## src/rtl/alu_muldiv_sequencer.sv

```systemverilog
// Multi-cycle unsigned multiply/divide controller that borrows the execute-stage ALU:
// shift-and-add multiply (32 ADD cycles) and restoring divide (32 SLT/SUB pairs).
module alu_muldiv_sequencer #(
    parameter int               WIDTH   = 32,
    parameter logic [WIDTH-1:0] DZ_QUOT = '1
) (
    input  logic             clk,
    input  logic             rst_n,
    input  logic             start,
    input  logic             op,
    input  logic [WIDTH-1:0] opa,
    input  logic [WIDTH-1:0] opb,
    output logic             busy,
    output logic             done,
    output logic [WIDTH-1:0] result_lo,
    output logic [WIDTH-1:0] result_hi,
    output logic             div_zero,
    output logic [3:0]       alu_cnt,
    output logic [WIDTH-1:0] alu_in1,
    output logic [WIDTH-1:0] alu_in2,
    output logic [WIDTH-1:0] alu_in3,
    output logic [4:0]       alu_shamt,
    input  logic [WIDTH-1:0] alu_result
);

    localparam logic [2:0] S_IDLE    = 3'd0;
    localparam logic [2:0] S_MUL     = 3'd1;
    localparam logic [2:0] S_DIV_CMP = 3'd2;
    localparam logic [2:0] S_DIV_SUB = 3'd3;
    localparam logic [2:0] S_DONE    = 3'd4;

    localparam logic [3:0] ALU_ADD = 4'b0000;
    localparam logic [3:0] ALU_SUB = 4'b0001;
    localparam logic [3:0] ALU_SLT = 4'b0111;

    localparam logic [4:0] LAST_CNT = 5'(WIDTH - 1);

    logic [2:0]       state_reg;
    logic [4:0]       cnt_reg;
    logic [WIDTH-1:0] acc_reg, mc_reg, mp_reg;
    logic [WIDTH-1:0] rem_reg, dvd_reg, q_reg, dvs_reg;
    logic             lt_reg;

    logic [WIDTH-1:0] shifted_rem;
    logic [WIDTH-1:0] q_next;
    logic [WIDTH-1:0] rem_next;

    // Shift the next dividend bit into the partial remainder; rem_reg's MSB is the carry out.
    assign shifted_rem = {rem_reg[WIDTH-2:0], dvd_reg[WIDTH-1]};
    assign q_next      = {q_reg[WIDTH-2:0], ~lt_reg};
    assign rem_next    = lt_reg ? rem_reg : alu_result;

    assign busy      = (state_reg == S_MUL) || (state_reg == S_DIV_CMP) || (state_reg == S_DIV_SUB);
    assign done      = (state_reg == S_DONE);
    assign alu_in3   = '0;
    assign alu_shamt = '0;

    always_comb begin
        alu_cnt = ALU_ADD;
        alu_in1 = '0;
        alu_in2 = '0;
        case (state_reg)
            S_MUL: begin
                alu_cnt = ALU_ADD;
                alu_in1 = acc_reg;
                alu_in2 = mp_reg[0] ? mc_reg : '0;
            end
            S_DIV_CMP: begin
                alu_cnt = ALU_SLT;
                alu_in1 = shifted_rem;
                alu_in2 = dvs_reg;
            end
            S_DIV_SUB: begin
                alu_cnt = ALU_SUB;
                alu_in1 = rem_reg;
                alu_in2 = dvs_reg;
            end
            default: ;
        endcase
    end

    always_ff @(posedge clk or negedge rst_n) begin
        if (!rst_n) begin
            state_reg <= S_IDLE;
            cnt_reg   <= '0;
            acc_reg   <= '0;
            mc_reg    <= '0;
            mp_reg    <= '0;
            rem_reg   <= '0;
            dvd_reg   <= '0;
            q_reg     <= '0;
            dvs_reg   <= '0;
            lt_reg    <= 1'b0;
            result_lo <= '0;
            result_hi <= '0;
            div_zero  <= 1'b0;
        end else begin
            case (state_reg)
                S_IDLE: begin
                    if (start) begin
                        cnt_reg   <= '0;
                        result_lo <= '0;
                        result_hi <= '0;
                        div_zero  <= 1'b0;
                        if (!op) begin
                            acc_reg   <= '0;
                            mc_reg    <= opa;
                            mp_reg    <= opb;
                            state_reg <= S_MUL;
                        end else if (opb != '0) begin
                            rem_reg   <= '0;
                            dvd_reg   <= opa;
                            q_reg     <= '0;
                            dvs_reg   <= opb;
                            state_reg <= S_DIV_CMP;
                        end else begin
                            result_lo <= DZ_QUOT;
                            result_hi <= opa;
                            div_zero  <= 1'b1;
                            state_reg <= S_DONE;
                        end
                    end
                end
                S_MUL: begin
                    acc_reg <= alu_result;
                    mc_reg  <= mc_reg << 1;
                    mp_reg  <= mp_reg >> 1;
                    cnt_reg <= cnt_reg + 5'd1;
                    if (cnt_reg == LAST_CNT) begin
                        result_lo <= alu_result;
                        state_reg <= S_DONE;
                    end
                end
                S_DIV_CMP: begin
                    // A carried-out bit means the true partial remainder exceeds any divisor.
                    lt_reg    <= ~rem_reg[WIDTH-1] & alu_result[0];
                    rem_reg   <= shifted_rem;
                    dvd_reg   <= dvd_reg << 1;
                    state_reg <= S_DIV_SUB;
                end
                S_DIV_SUB: begin
                    rem_reg <= rem_next;
                    q_reg   <= q_next;
                    cnt_reg <= cnt_reg + 5'd1;
                    if (cnt_reg == LAST_CNT) begin
                        result_lo <= q_next;
                        result_hi <= rem_next;
                        state_reg <= S_DONE;
                    end else begin
                        state_reg <= S_DIV_CMP;
                    end
                end
                S_DONE: begin
                    state_reg <= S_IDLE;
                end
                default: begin
                    state_reg <= S_IDLE;
                end
            endcase
        end
    end

endmodule
```

## config.mk

```make
export PLATFORM = sky130hd
export DESIGN_NAME = alu_muldiv_sequencer
export DESIGN_NICKNAME = d
export VERILOG_FILES = /design/src/rtl/alu_muldiv_sequencer.sv
export SDC_FILE = /design/constraint.sdc
export NUM_CORES = 1
export LEC_CHECK = 0
export CELL_PAD_IN_SITES_DETAIL_PLACEMENT = 2
export CELL_PAD_IN_SITES_GLOBAL_PLACEMENT = 2
export CORE_MARGIN = 5
export CORE_UTILIZATION = 30
export DETAILED_ROUTE_END_ITERATION = 8
export HOLD_SLACK_MARGIN = 0.06
export PLACE_DENSITY_LB_ADDON = 0.1
export RECOVER_POWER = 100
export SYNTH_ARGS = -nofsm -noshare
export SYNTH_HDL_FRONTEND = slang
export SYNTH_SLANG_ARGS = --single-unit
```

## constraint.sdc

```tcl
create_clock -name clk -period 1.9 [get_ports clk]
set_input_delay 0.38 -clock clk [delete_from_list [all_inputs] [get_ports clk]]
set_output_delay 0.38 -clock clk [all_outputs]
set_load 0.01 [all_outputs]
```

Word-level counts from Yosys, hierarchy flattened:

Index checks and enable logic that the tools add are counted.

* register bits: 297
* bits of input ports: 100
* output and inout bits: 172
* word-level logic and storage cells: 94

* add/sub/neg operators: 1
* equality and inequality tests: 11
* multiplexer cells: 44
* bitwise operators: 3
* reduce and logical (&&, ||, !) cells: 22

Operator list (count)
* $mux 32: 23
* $pmux 32 s2: 6
* $pmux 32 s3: 3
* $pmux 31 s2: 1
* $reduce_bool 32->1: 1
* $reduce_and 4->1: 5
* $mux 3: 5
* $pmux 3 s4: 1
* $pmux 5 s2: 1
* $ne 2x2->1 const B: 4
* $reduce_bool 2->1: 4
* $eq 3x2->1 const B: 2
* $pmux 3 s2: 1
* $reduce_and 2->1: 3
* $reduce_and 3->1: 2
* $reduce_bool 3->1: 2
* $add 5x1->5 const B: 1
* $eq 5x5->1 const B: 1
* $mux 5: 1
* $ne 2x1->1 const B: 2
* $reduce_or 2->1: 2
* $eq 3x1->1 const B: 1
* $eq 3x3->1 const B: 1
* $logic_not 3->1: 1
* 4 further kinds: 7

Logic depth before layout (Yosys ltp):

* word-level depth: 5
* depth in mapped cells: 8
* gate-level depth less buffers: 7

Least setup slack after synthesis:

Ideal clock, no wire load.

* path kind: reg2out
* start: register state_reg[2]
* end: output alu_in2[0]
* arrival time: 1481 ps
* required time: 1520 ps
* slack: 39 ps
* cell stages (with the launch flop): 7
* buffers on the path: 2
* cells stage by stage: dfrtp_1 buf_2 inv_1 nand2_1 clkinv_1 clkbuf_1 a22o_1

* cells in the longest elaborated chain, start to end: 3
* elaborated cells on any way between the ends: 5
* those cells by class: 3 x eq/ne; 1 x mux; 1 x reduce/logical

Ends and longest elaborated chain
* start: declaration: line 38 `logic [2:0] state_reg;`
* start signal: assignment: line 84 `state_reg <= S_IDLE;`
* start signal: assignment: line 109 `state_reg <= S_MUL;`
* start signal: assignment: line 115 `state_reg <= S_DIV_CMP;`
* $eq 3x2->1: line 62 `case (state_reg)`
* $reduce_or 2->1 (no source line)
* $pmux 32 s2 *: line 62
* end: declaration: line 20 `output logic [WIDTH-1:0] alu_in2,`

Mark *: on every way between the ends. The rest lies on a longest branch, timed or not.

Worst setup path in the final report:

* start: register state_reg[1]
* end: output alu_in2[30]

Same word-level chain as after synthesis.

==> impl_summary.log <==
INFO  metric dpl-instance-area = approximately 19000 µm²
INFO  metric die-area = between 50000 and 60000 µm²
INFO  metric first_global_vias = between 15000 and 20000
INFO  metric critPathMaxFanout = 8
INFO  metric reg2reg_slack = -530 ps
INFO  metric worst-r2r-cell-count = 12
INFO  metric timing.hold.worst_path_depth = 2
INFO  metric grt_max_degree = 65
INFO  metric detail_route.iter0.violations = roughly 800
INFO  metric fin_hold_ws = ~230 ps
INFO  metric core_region_area = approximately 50000 µm²
INFO  metric failing_checks = negative setup slack
INFO  metric detail_route.drc_violations = 0
INFO  metric avgViaCountPerCell = between 5 and 6
INFO  metric clkTransAtPathRegs = around 60 ps
INFO  metric area_of_the_multi_input_gates = 8730 µm²
INFO  metric grt_setup_unrepaired = true
INFO  metric tritoncts.num_buffers = 38
INFO  metric start_util = 30.3%
INFO  metric fillerInstances = between 4000 and 5000
INFO  metric fin_skew = between 30 and 40 ps
INFO  metric finish.net_count = between 2000 and 2500
INFO  metric final_worst_path_cycle_share = 138%
INFO  metric slew_headroom = a little under two fifths
INFO  metric min_clock_period_post_route = approximately 2600 ps
INFO  metric worst_setup_path_start_kind = flop
INFO  metric worst-endpoint-required = between 1500 and 2000 ps
INFO  metric synthDominantCellAreaShare = roughly 50%
INFO  metric maxSlewViolCount = 0
INFO  metric final_estimated_routing_congestion_in_global_placement = approximately 0.76
INFO  metric total_setup_violations_reported_at_the_end_of_the_flow = about 370
INFO  metric hp-class = in -> reg
INFO  metric synthCells = around 1600
INFO  metric ys_ff_latch = between 200 and 300
INFO  metric detail_route.first_pass.iterations = 5
INFO  metric cellPowerDensity = approximately 1800 nW/µm²
INFO  metric antenna_found_initial = 0
INFO  metric ioPinCount = 272
INFO  metric ff_latch_area = around 7400 µm²
INFO  metric status = complete, but fails checks
INFO  metric synthTopCellsByCount = 297 x dfrtp_1, 194 x nand2_1, 156 x o21ai_0
INFO  metric reg2reg_from = state_reg[1]
INFO  metric detail_route.wirelength = between 70 and 80 mm
INFO  metric holdPathEnd = dvs_reg[1]
INFO  metric place.detailed.instances = 2465
INFO  metric synth.cell_area = between 15000 and 20000 µm²
INFO  metric synth_top_flop_cell = dfrtp_1
INFO  metric worst_pin_slew = 928 ps
INFO  metric endpoint_kind = primary output
INFO  metric cts_buffer_depth = 3
INFO  metric fp.dieW = 235 µm
INFO  metric clock_tree_from_tritoncts = built
INFO  metric ys.warnings.count = 0
INFO  metric finalNonFillerCells = about 2700
INFO  metric antennaDiodeCount = 0
INFO  metric regToRegEndpoint = mc_reg[21]
INFO  metric first_pass_grt_wire_length = 104 mm
INFO  metric floorplan.rows = 82
INFO  metric synth_area_per_cell = around 10 µm²
INFO  metric worst_supply_voltage_drop_on_vdd = 0.742 mV
INFO  metric count_of_port_buffers_added_during_placement = between 200 and 250
INFO  metric syn_to_final_growth = 61.9%
INFO  metric h-tree-depth = 2
INFO  metric insertion_delay = 580 ps
INFO  metric count_of_antenna_violating_nets_left_after_detailed_routing = 0
INFO  metric netlist.top_cell.by_area = dfrtp_1
INFO  metric grt_usage = roughly a quarter
INFO  metric dp.final_hpwl = 42.3 mm
INFO  metric clock_sink_count = roughly 300
INFO  metric grt_overflow = 0
INFO  metric post-synth-top-count-cell = dfrtp_1
INFO  metric fraction_of_the_yosys_area_taken_by_sequential_cells = 49.0%
INFO  metric synth_area_leaders = dfrtp_1 49%, mux2i_1 8.3%, o21ai_0 5.1%
INFO  metric post-route-cell-area = ~25000 µm²
INFO  metric finalHoldViolations = 0
INFO  metric static-leakage-power = 10.7 nW
INFO  metric synth_enable_flop_cells = 0
INFO  metric min_from = opb[1]
INFO  metric drt-wirelength-per-cell = 29.3 µm
INFO  metric setup.worst_path.class = reg -> out
INFO  metric fin_ws = -721 ps
INFO  metric max_freq = between 0.3 and 0.4 GHz
INFO  metric synth_async_sr_flop_share = 100%
INFO  metric worst-endpoint-arrival = approximately 2200 ps
INFO  metric max_cap_viol_count = 0
INFO  metric cts_root_buffer = clkbuf_16
INFO  metric drive_above_1_share = between 30% and 40%
INFO  metric num_vias = around 15000
INFO  metric netlist-cell-type-count = slightly below 50
INFO  metric die_y = roughly 230 µm
[power breakdown]
group | switching (W) | total, W | internal, W
Sequential | 0.00315 | 0.0126 | 0.00943
Combinational | 0.0125 | 0.0248 | 0.0123
Clock | 0.00317 | 0.00747 | 0.00430
Total | 0.0189 | 0.0449 | 0.0260
[cell families after synthesis]
logic type      synth area share (%)
mux                             10.9
compound gates                  23.2
other cells                   0.0247
buf+inv                         6.46
fa+ha+maj                      0.165
simple gates                    10.3
flops                           49.0
[per-layer routing]
metal | global-route usage [%] | part of all wire, % | vias up | wire length, µm
met5 | 0 | 0 | - | 0
met4 | 6.83 | 2.9 | 0 | 2240
met3 | 3.47 | 3.1 | 116 | 2400
met2 | 41.9 | 53 | 327 | 41100
met1 | 31.0 | 41 | 7829 | 32200
li1 | - | - | 6468 | -
[worst max-delay path: stages (launching register included)]
cell	delay [ps]
dfrtp_4	490
buf_6	130
and2b_4	250
and2_4	270
buf_12	170
a22o_1	190
buf_2	160
[placed cells by master (no fill, tap or decap), types with 44 or more instances in the layout]
| master | Yosys | layout |
|---|---|---|
| a21oi_1 | 68 | 54 |
| clkbuf_16 | 0 | 60 |
| buf_12 | 0 | 50 |
| clkdlybuf4s50_1 | 0 | 155 |
| nand2_1 | 194 | 129 |
| buf_6 | 3 | 83 |
| mux2i_1 | 125 | 121 |
| o21ai_1 | 38 | 77 |
| o21ai_2 | 1 | 72 |
| o211ai_1 | 63 | 63 |
| buf_4 | 43 | 120 |
| a22o_1 | 68 | 68 |
| dfrtp_1 | 297 | 293 |
| nor2_1 | 71 | 44 |
[how the worst max path moves through the flow]
stage                  from             to  slack, ps  depth (start not counted)
6_report       state_reg[1]    alu_in2[30]       -720                          6
5_1_grt        state_reg[1]    alu_in2[30]       -760                          6
4_1_cts        state_reg[1]     alu_in2[3]       -690                          6
3_5_place_dp         opb[7]  result_hi[21]       -950                          8
3_3_place_gp         opb[7]  result_hi[21]      -1020                          8
2_1_floorplan  state_reg[2]     alu_in2[0]         40                          6
[layout make-up]
type                       instances  share of cell area [%]
timing repair buffer             524                    25.5
tap                              672                    3.43
sequential                       297                    30.3
inverter                           5                   0.127
clock buffer                      58                    4.68
clock inverter                    10                   0.331
multi-input combinational       1097                    35.6
[per-stage QoR]
| step | total power [W] | worst slack, ps | utilization [%] | TNS [ps] |
|---|---|---|---|---|
| final | 0.0449 | -721 | 49.0 | -130280 |
| after global routing | 0.0468 | -757 | 49.0 | -146750 |
| after CTS | 0.0387 | -694 | 45.0 | -71690 |
| after detailed placement | 0.0285 | -951 | 38.3 | -191070 |
| after global placement | 0.0279 | -1020 | 38.3 | -200060 |
| after floorplan | 0.0201 | 39.1 | - | 0 |
[what timing repair did]
action                                  CTS  global route
pin swaps                                99           137
gates cloned                             34            31
hold endpoints to repair                 68             0
hold buffers                              1             0
endpoints found under the setup margin  349           363
resized for setup                       587           437
setup buffers                            45            38
No activity file was read; power rests on OpenSTA's default activity.
